<file path="config.mk">
export PLATFORM = sky130hd
export DESIGN_NAME = layer_seq_ctrl
export DESIGN_NICKNAME = d
export VERILOG_FILES = /design/src/rtl/layer_seq_ctrl.sv
export SDC_FILE = /design/constraint.sdc
export NUM_CORES = 1
export LEC_CHECK = 0
export ABC_AREA = 1
export BUFFER_PORTS_ARGS = -buffer_cell sky130_fd_sc_hd__buf_2
export CAP_MARGIN = 20
export CORE_MARGIN = 2
export CORE_UTILIZATION = 48
export CTS_CLUSTER_SIZE = 25
export DETAILED_ROUTE_END_ITERATION = 8
export GPL_TIMING_DRIVEN = 0
export PLACE_DENSITY = 0.71
export SYNTH_ARGS = -nofsm -noshare
export SYNTH_HDL_FRONTEND = slang
export SYNTH_SLANG_ARGS = --single-unit
</file>
<file path="constraint.sdc">
create_clock -name clk -period 3.4 [get_ports clk]
set_input_delay 0 -clock clk [delete_from_list [all_inputs] [get_ports clk]]
set_output_delay 0 -clock clk [all_outputs]
set_load 0.03 [all_outputs]
</file>
<file path="src/rtl/layer_seq_ctrl.sv">
// ============================================================================
// Module   : layer_seq_ctrl
// Function : Snapshots NN parallel neuron outputs and replays them as a
//            valid/ready serial stream for the next fully-connected layer.
//            Optional running signed argmax: define LAYER_SEQ_MAXSEL_EN.
// Revision : 1.0  initial release
// ============================================================================
`default_nettype none

module layer_seq_ctrl #(
  parameter int unsigned NN        = 30,
  parameter int unsigned dataWidth = 16,
  parameter int unsigned cntWidth  = 5
) (
  input  logic                    clk,
  input  logic                    rst,
  input  logic [NN-1:0]           i_valid,
  input  logic [NN*dataWidth-1:0] i_data,
  input  logic                    i_ready,
  output logic                    o_valid,
  output logic [dataWidth-1:0]    o_data,
  output logic                    o_busy,
  output logic                    o_done,
  output logic                    o_overrun,
  output logic [cntWidth-1:0]     o_max_idx,
  output logic                    o_max_valid
);

  typedef enum logic [0:0] {
    S_IDLE = 1'b0,
    S_SEND = 1'b1
  } state_e;

  localparam logic [cntWidth-1:0] LAST_IDX = cntWidth'(NN - 1);

  state_e                state_q, state_d;
  logic [cntWidth-1:0]   cnt_q, cnt_d;
  logic                  done_q, done_d;
  logic                  overrun_q, overrun_d;
  logic [dataWidth-1:0]  snap_q [NN];

  logic all_valid;
  logic capture;
  logic xfer;
  logic last;

  assign all_valid = &i_valid;
  assign capture   = (state_q == S_IDLE) && all_valid;
  assign xfer      = (state_q == S_SEND) && i_ready;
  assign last      = (cnt_q == LAST_IDX);

  always_ff @(posedge clk or negedge rst) begin
    if (!rst) begin
      state_q   <= S_IDLE;
      cnt_q     <= '0;
      done_q    <= 1'b0;
      overrun_q <= 1'b0;
    end else begin
      state_q   <= state_d;
      cnt_q     <= cnt_d;
      done_q    <= done_d;
      overrun_q <= overrun_d;
    end
  end

  always_comb begin
    state_d   = state_q;
    cnt_d     = cnt_q;
    done_d    = 1'b0;
    overrun_d = overrun_q;
    case (state_q)
      S_IDLE: begin
        if (all_valid) begin
          state_d = S_SEND;
          cnt_d   = '0;
        end
      end
      S_SEND: begin
        // A full snapshot arriving mid-stream is dropped, not queued.
        if (all_valid) overrun_d = 1'b1;
        if (xfer) begin
          if (last) begin
            state_d = S_IDLE;
            cnt_d   = '0;
            done_d  = 1'b1;
          end else begin
            cnt_d = cnt_q + 1'b1;
          end
        end
      end
      default: state_d = S_IDLE;
    endcase
  end

  always_ff @(posedge clk or negedge rst) begin
    if (!rst) begin
      for (int n = 0; n < NN; n++) snap_q[n] <= '0;
    end else if (capture) begin
      for (int n = 0; n < NN; n++) snap_q[n] <= i_data[n*dataWidth +: dataWidth];
    end
  end

  assign o_valid   = (state_q == S_SEND);
  assign o_busy    = (state_q == S_SEND);
  assign o_data    = (state_q == S_SEND) ? snap_q[cnt_q] : '0;
  assign o_done    = done_q;
  assign o_overrun = overrun_q;

`ifdef LAYER_SEQ_MAXSEL_EN
  localparam logic signed [dataWidth-1:0] MIN_VAL = {1'b1, {(dataWidth-1){1'b0}}};

  logic signed [dataWidth-1:0] max_val_q;
  logic [cntWidth-1:0]         run_idx_q;
  logic [cntWidth-1:0]         max_idx_q;
  logic                        max_valid_q;
  logic signed [dataWidth-1:0] elem;
  logic                        gt;
  logic [cntWidth-1:0]         new_idx;

  // Strict compare keeps the lowest index on ties.
  assign elem    = $signed(snap_q[cnt_q]);
  assign gt      = (elem > max_val_q);
  assign new_idx = gt ? cnt_q : run_idx_q;

  always_ff @(posedge clk or negedge rst) begin
    if (!rst) begin
      max_val_q   <= MIN_VAL;
      run_idx_q   <= '0;
      max_idx_q   <= '0;
      max_valid_q <= 1'b0;
    end else begin
      max_valid_q <= 1'b0;
      if (capture) begin
        max_val_q <= MIN_VAL;
        run_idx_q <= '0;
        max_idx_q <= '0;
      end else if (xfer) begin
        if (gt) begin
          max_val_q <= elem;
          run_idx_q <= cnt_q;
        end
        if (last) begin
          max_idx_q   <= new_idx;
          max_valid_q <= 1'b1;
        end
      end
    end
  end

  assign o_max_idx   = max_idx_q;
  assign o_max_valid = max_valid_q;
`else
  assign o_max_idx   = '0;
  assign o_max_valid = 1'b0;
`endif

endmodule

`default_nettype wire

</file>
==> run_results.csv, run 1 <==
group,metric,value,unit
pwr,ir_worst_vdd,0.481,mV
floorplanning,die_x,237,µm
drt,routed_via_density,5.21,
pwr,power.share.combinational,38.3,%
drt,routed_wl,110000,µm
clocking,cts_tree,"done",
clocking,root_buffer,"clkbuf_16",
cells_and_area,area_growth,39.7,%
pwr,clockPowerShare,31.2,%
synthesis,yosys-top-cells-count,"1213 x nand2_1, 709 x inv_1, 488 x dfrtp_1",
pwr,p_switching,7.80,mW
synthesis,yosysSeqAreaShare,46.7,%
cells_and_area,multiInputGateArea,10000,µm²
timing,period_minus_slack,3.29,ns
synthesis,ys_types,26,
floorplanning,fp.coreArea,53800,µm²
critical_path,critical_path_class,"flip-flop to output pin",
synthesis,ys_ff_latch,488,
timing,slew_violations,0,
clocking,clockBufferDepth,3,
global_route,gr-usage-met2,62.5,%
pwr,total_leakage_power,19.8,nW
drt,drt_iter0_markers,3042,
synthesis,synth.avg_cell_area,7.40,µm²
global_route,grt_pass1_vias,28600,
critical_path,cpMostUsedCell,"nand3_1",
global_route,gr-max-usage-layer,"met2",
job,drv_cap,0,
synthesis,synth_area_leaders,"dfrtp_1 47%, nand2_1 17%, inv_1 10%",
floorplanning,fp-row-count,85,
timing,slew_headroom,47.1,%
clocking,cts-buffers-inserted,53,
synthesis,synth_top_area_cell,"dfrtp_1",
global_route,grt_overflow_total,0,
timing,worst_pin_slew,0.793,ns
timing,finalHoldViolCount,0,
cells_and_area,final_nets,5134,
floorplanning,io_pins,539,
timing,finalHoldWorstSlack,0.164,ns
clocking,clkTransAtPathRegs,0.06,ns
global_route,antenna_found_initial,10,
pwr,switching_share,40.5,%
global_route,met3_usage,9.38,%
synthesis,synthFlopType,"dfrtp_1",
place,pre_cts_ws,0.680,ns
critical_path,critPathMaxFanout,10,
critical_path,cp.required,3.40,ns
drt,remaining_drc_errors,0,
pwr,p_per_area,527,nW/µm²
clocking,clock_latency,0.62,ns
global_route,grt_first_pass_wirelength,164000,µm
drt,vias,28000,
synthesis,synthArstFlopShare,100,%
critical_path,critPathCaptureType,"output pin",
timing,setup-violations-final,0,
critical_path,max_stage_delay,0.44,ns
synthesis,yosysTopAreaCellShare,46.7,%
outcome,status,"complete, no violations",
pwr,p_seq_share,30.4,%
floorplanning,dieArea,56400,µm²
place,gp_congestion,0.937,
cells_and_area,fin_cells,5371,
drt,avgRoutedWirePerCell,20.6,µm
synthesis,synth_edf_count,0,
timing,clock.fmax,304,MHz
cells_and_area,ff_latch_area,12200,µm²
worst_hold_path,hold_path.class,"primary input to flip-flop",
drt,ant_nets,0,
floorplanning,die_y,237,µm
cells_and_area,fill_cells,4197,
global_route,grtUsageMet1,47.7,%
drt,dr.pass1.iters,6,
timing,clock_skew,0.0230,ns
synthesis,synth_warnings,0,
synthesis,syn-cell-area,26200,µm²
clocking,clock_sinks,488,
global_route,grt_max_degree,118,
floorplanning,initial_core_util,48.6,%
critical_path,crit_slowest_cell,"clkbuf_1",
place,dp_cells,4772,
critical_path,worstPathCellList,"buf_2, inv_2, clkbuf_1, nand3_1, nand3_1, nand3_1, nand2_1, nand2_1, nor2_1, buf_2",
timing,final.setup.worst_slack,0.112,ns
synthesis,syn_inst,3535,
clocking,cts-htree-levels,2,
global_route,grt_use_total,39.0,%
synthesis,yosysMostFrequentCell,"nand2_1",
timing,rsz0062_at_grt,"no",
critical_path,worst_setup_path_start_kind,"flip-flop",
timing,period_share,96.7,%
place,hpwlAfterDp,71100,µm
cells_and_area,drive_above_1_share,22.7,%
place,io_buffers,532,
pwr,intPower,11.5,mW
critical_path,worstPathArrival,3.29,ns
sequential cells by signal (all words and copies together), names as in the netlist:
signal / flops
snap_q: 480
cnt_q: 5
o_overrun: 1
o_busy: 1
o_done: 1
power groups by stage:
stage	sequential [mW]	combinational, mW	clock [mW]
2_1_floorplan	5.97	3.77	0
3_3_place_gp	5.97	6.59	0
3_5_place_dp	5.97	6.64	0
4_1_cts	5.86	7.11	6.01
5_1_grt	5.86	7.85	6.26
6_report	5.86	7.38	6.02
per-layer routing:
layer  share of wire [%]  wire [µm]
met4                 6.7       7450
met3                 9.0       9990
met5               0.027         30
met1                  38      42100
met2                  46      50900
worst max-delay path, delay by kind of cell (launching register included):
kind                   cells  cell delay (ns)
AND/OR/NAND/NOR            6             1.07
buffers and inverters      4             1.22
flip-flops                 1             0.38
path summary, 6_finish.rpt:
check,endpoint,startpoint,depth (start not counted),slack (ns)
max,o_data[8],cnt_q[1],10,0.11
min,snap_q[123],i_data[363],4,0.16
max reg2reg,o_overrun,o_busy,7,0.43
min reg2reg,snap_q[302],snap_q[302],2,0.48
max in group asynchronous,snap_q[302],rst,5,1.77
min in group asynchronous,snap_q[409],rst,4,0.50
cell families (layout without fill, tap and decap cells):
kind of cell             after synthesis  count (layout)  share of synthesized area (%)
AND/OR/NAND/NOR                     1554            1554                           23.2
other                                  1              19                         0.0143
buffers and inverters                923            2045                           15.1
XOR/XNOR                               2               2                         0.0670
AO/OA/AOI/OAI                        565             565                           14.9
flip-flops                           488             488                           46.7
adder cells (fa/ha/maj)                2               2                         0.0956
per-stage QoR:
stage	total power [mW]	cell area, µm²	util [%]	TNS [ns]
finish	19.3	36600	67.9	0
global placement	12.6	29700	55.2	-3783.83
floorplan	9.73	26200	-	0
global route	20.0	36500	67.9	0
detailed placement	12.6	29800	55.4	0
CTS	19.0	36500	67.9	0
placed cells by master, fill, tap and decap left out, types with 4 or more instances in the layout:
cell and count:
o21ai_2 280, conb_1 6, dlygate4sd3_1 487, buf_1 9, dfrtp_1 488, clkbuf_1 60
diode_2 13, clkinv_2 8, o21ai_0 83, buf_6 39, clkbuf_16 53, inv_1 709
a21oi_1 48, buf_16 5, buf_4 17, o21ai_1 150, bufinv_16 4, nand2_1 1213
clkbuf_8 14, nand3_1 183, buf_2 629, nor2_1 154
repair_timing:
action                                 4_1_cts  5_1_grt
setup endpoints to repair                    0        3
endpoints found under the hold margin      763        0
setup buffers                                0        0
hold buffers                               488        0
resized for setup                            0        4
area by class of cell:
type	instances	share of cell area [%]
sequential	488	33.4
multi-input combinational	2129	27.4
timing repair buffer	1024	21.0
inverter	713	7.32
clock buffer	82	4.31
buffer	210	3.47
tap	696	2.38
clock inverter	16	0.572
antenna	13	0.0890
Note: power is estimated with default switching activity, not from simulation.
==> run 2, diff against run 1 <==
--- a/config.mk
+++ b/config.mk
@@ -6,14 +6,13 @@
 export NUM_CORES = 1
 export LEC_CHECK = 0
 export ABC_AREA = 1
-export BUFFER_PORTS_ARGS = -buffer_cell sky130_fd_sc_hd__buf_2
 export CAP_MARGIN = 20
 export CORE_MARGIN = 2
 export CORE_UTILIZATION = 48
 export CTS_CLUSTER_SIZE = 25
 export DETAILED_ROUTE_END_ITERATION = 8
+export DONT_BUFFER_PORTS = 1
 export GPL_TIMING_DRIVEN = 0
-export PLACE_DENSITY = 0.71
 export SYNTH_ARGS = -nofsm -noshare
 export SYNTH_HDL_FRONTEND = slang
 export SYNTH_SLANG_ARGS = --single-unit
==> run_results.csv, run 2 (synthesis gave the netlist of run 1 again) <==
group,metric,value,unit
pwr,switching_share,39.1,%
place,io_buffers,0,
cells_and_area,mostFrequentLayoutCell,"nand2_1",
global_route,grt_use_total,34.9,%
floorplanning,initial_core_util,48.6,%
cells_and_area,top_register,"snap_q",
critical_path,ff2ff_path_depth,7,
timing,slew_violations,0,
critical_path,worst-path-stages,9,
drt,dr.pass1.iters,6,
timing,clock.fmax,304,MHz
pwr,ir_worst_vdd,0.382,mV
outcome,violations,"negative hold slack",
critical_path,crit_start,"cnt_q[1]",
critical_path,critPathMaxFanout,10,
cells_and_area,final_nets,4596,
timing,finalHoldViolCount,488,
timing,period_minus_slack,3.29,ns
critical_path,crit_slowest_cell,"clkbuf_1",
pwr,total_leakage_power,17.7,nW
clocking,clock_latency,0.62,ns
drt,remaining_drc_errors,0,
cells_and_area,area_growth,29.5,%
critical_path,max_stage_delay,0.44,ns
cells_and_area,final_cell_mix,"1213 x nand2_1, 709 x inv_1, 488 x dfrtp_1",
clocking,clkTransAtPathRegs,0.07,ns
cells_and_area,drive_above_1_share,13.1,%
critical_path,critPathCaptureType,"output pin",
pwr,clockPowerShare,33.8,%
place,dpl_cell_area,27000,µm²
global_route,grt_max_degree,489,
critical_path,worstPathCellList,"buf_2, inv_2, clkbuf_1, nand3_1, nand3_1, nand2_1, nor2_1, nor2_1, nor2_2",
drt,vias,25100,
timing,slew_headroom,10.4,%
worst_hold_path,hold_path.class,"primary input to async pin",
pwr,power.share.combinational,35.1,%
floorplanning,fp.coreArea,53800,µm²
critical_path,critical_path_class,"flip-flop to output pin",
drt,avgRoutedWirePerCell,20.5,µm
clocking,cts_hold_buf,485,
cells_and_area,fill_cells,4682,
cells_and_area,reg_top3,"snap_q (480), cnt_q (5)",
clocking,root_buffer,"clkbuf_16",
floorplanning,die_x,237,µm
critical_path,cp.required,3.40,ns
place,hpwlAfterDp,70400,µm
pwr,p_per_area,558,nW/µm²
outcome,status,"complete, but fails checks",
clocking,post_cts_buffers,0,
drt,routed_wl,98900,µm
timing,setup_tns,0,ns
drt,ant_nets,0,
clocking,cts-htree-levels,2,
floorplanning,io_pins,539,
pwr,p_total,18.9,mW
floorplanning,die_y,237,µm
timing,period_share,96.8,%
drt,drt_iter0_markers,2359,
critical_path,worst_setup_path_start_kind,"flip-flop",
timing,rsz0062_at_grt,"no",
cells_and_area,largest_reg_flops,480,
cells_and_area,final_area,33900,µm²
drt,routed_via_density,5.19,
critical_path,worstPathArrival,3.29,ns
global_route,grt_overflow_total,0,
job,drv_cap,0,
cells_and_area,utilization,63.0,%
clocking,clock_sinks,488,
floorplanning,fp-row-count,85,
timing,worst_pin_slew,1.34,ns
timing,finalHoldWorstSlack,-0.906,ns
cells_and_area,multiInputGateArea,10100,µm²
global_route,antenna_found_initial,14,
cells_and_area,ff_latch_area,12200,µm²
global_route,grt_first_pass_wirelength,149000,µm
global_route,grt_pass1_vias,25500,
floorplanning,dieArea,56400,µm²
pwr,p_seq_share,31.1,%
pwr,intPower,11.5,mW
critical_path,worstReg2RegStart,"o_busy",
clocking,cts_tree,"done",
critical_path,crit_buf_inv,3,
pwr,p_switching,7.40,mW
clocking,clockBufferDepth,3,
clocking,cts-buffers-inserted,54,
timing,setup-violations-final,0,
timing,clock_skew,0.0158,ns
critical_path,crit_family,"simple AND/OR/NAND/NOR gates",
place,gp_congestion,1.00,
-- run 2: cell count changes in the layout (fill, tap and decap cells not counted), moves of 2 or more --
cell,change
diode_2,+2
clkbuf_16,+2
clkinv_2,+5
clkinv_8,-2
dlygate4sd3_1,-2
buf_2,-531
nor2_1,-11
bufinv_16,+4
clkbuf_1,-6
buf_16,-5
nor2_2,+11
-- run 2: timing repair --
| action | 4_1_cts | 5_1_grt |
|---|---|---|
| resized for setup | 10 | 5 |
| pin swaps | 0 | 0 |
| endpoints found under the setup margin | 10 | 6 |
| endpoints found under the hold margin | 976 | 488 |
-- run 2: worst paths after layout --
| check | to | slack [ns] |
|---|---|---|
| setup / recovery | o_data[9] | 0.11 |
| hold / removal | snap_q[149] | -0.91 |
| setup reg to reg | o_overrun | 0.39 |
| hold reg to reg | snap_q[146] | 0.48 |
| max in group asynchronous | snap_q[458] | 3.23 |
| min in group clk | snap_q[387] | 0.06 |
-- run 2: final cells by class --
type | instances | area share (%)
Multi-Input combinational cell | 2129 | 29.7
Timing Repair Buffer | 485 | 14.3
Sequential cell | 488 | 36.0
Inverter | 713 | 7.90
Clock inverter | 23 | 0.949
Clock buffer | 77 | 4.69
Buffer | 210 | 3.75
Antenna cell | 15 | 0.111
Tap cell | 696 | 2.57
-- run 2: per-stage QoR --
| step | setup slack, ns | instances |
|---|---|---|
| floorplan | 1.70 | 3540 |
| global placement | 0.539 | 4236 |
| detailed placement | 0.542 | 4236 |
| CTS | 0.0172 | 4821 |
| global route | 0.00186 | 4829 |
| finish | 0.110 | 4836 |
-- run 2: metal layers --
| layer | part of all wire, % | global-route usage [%] | wire length, µm | vias up |
|---|---|---|---|---|
| met3 | 6.4 | 5.43 | 6310 | 288 |
| met5 | 0.046 | 0 | 46 | - |
| met1 | 42 | 45.2 | 41300 | 12000 |
| met4 | 5.2 | 17.1 | 5190 | 8 |
| met2 | 47 | 57.5 | 46100 | 1073 |
| li1 | - | - | - | 11700 |
-- run 2: power groups by stage --
stage                     clock network [mW]  logic (mW)  registers (mW)
after CTS                               6.45        6.52            5.87
after global routing                    6.70        7.12            5.87
after detailed placement                   0        5.98            5.97
final                                   6.39        6.64            5.87
after floorplan                            0        3.77            5.97
after global placement                     0        5.97            5.97
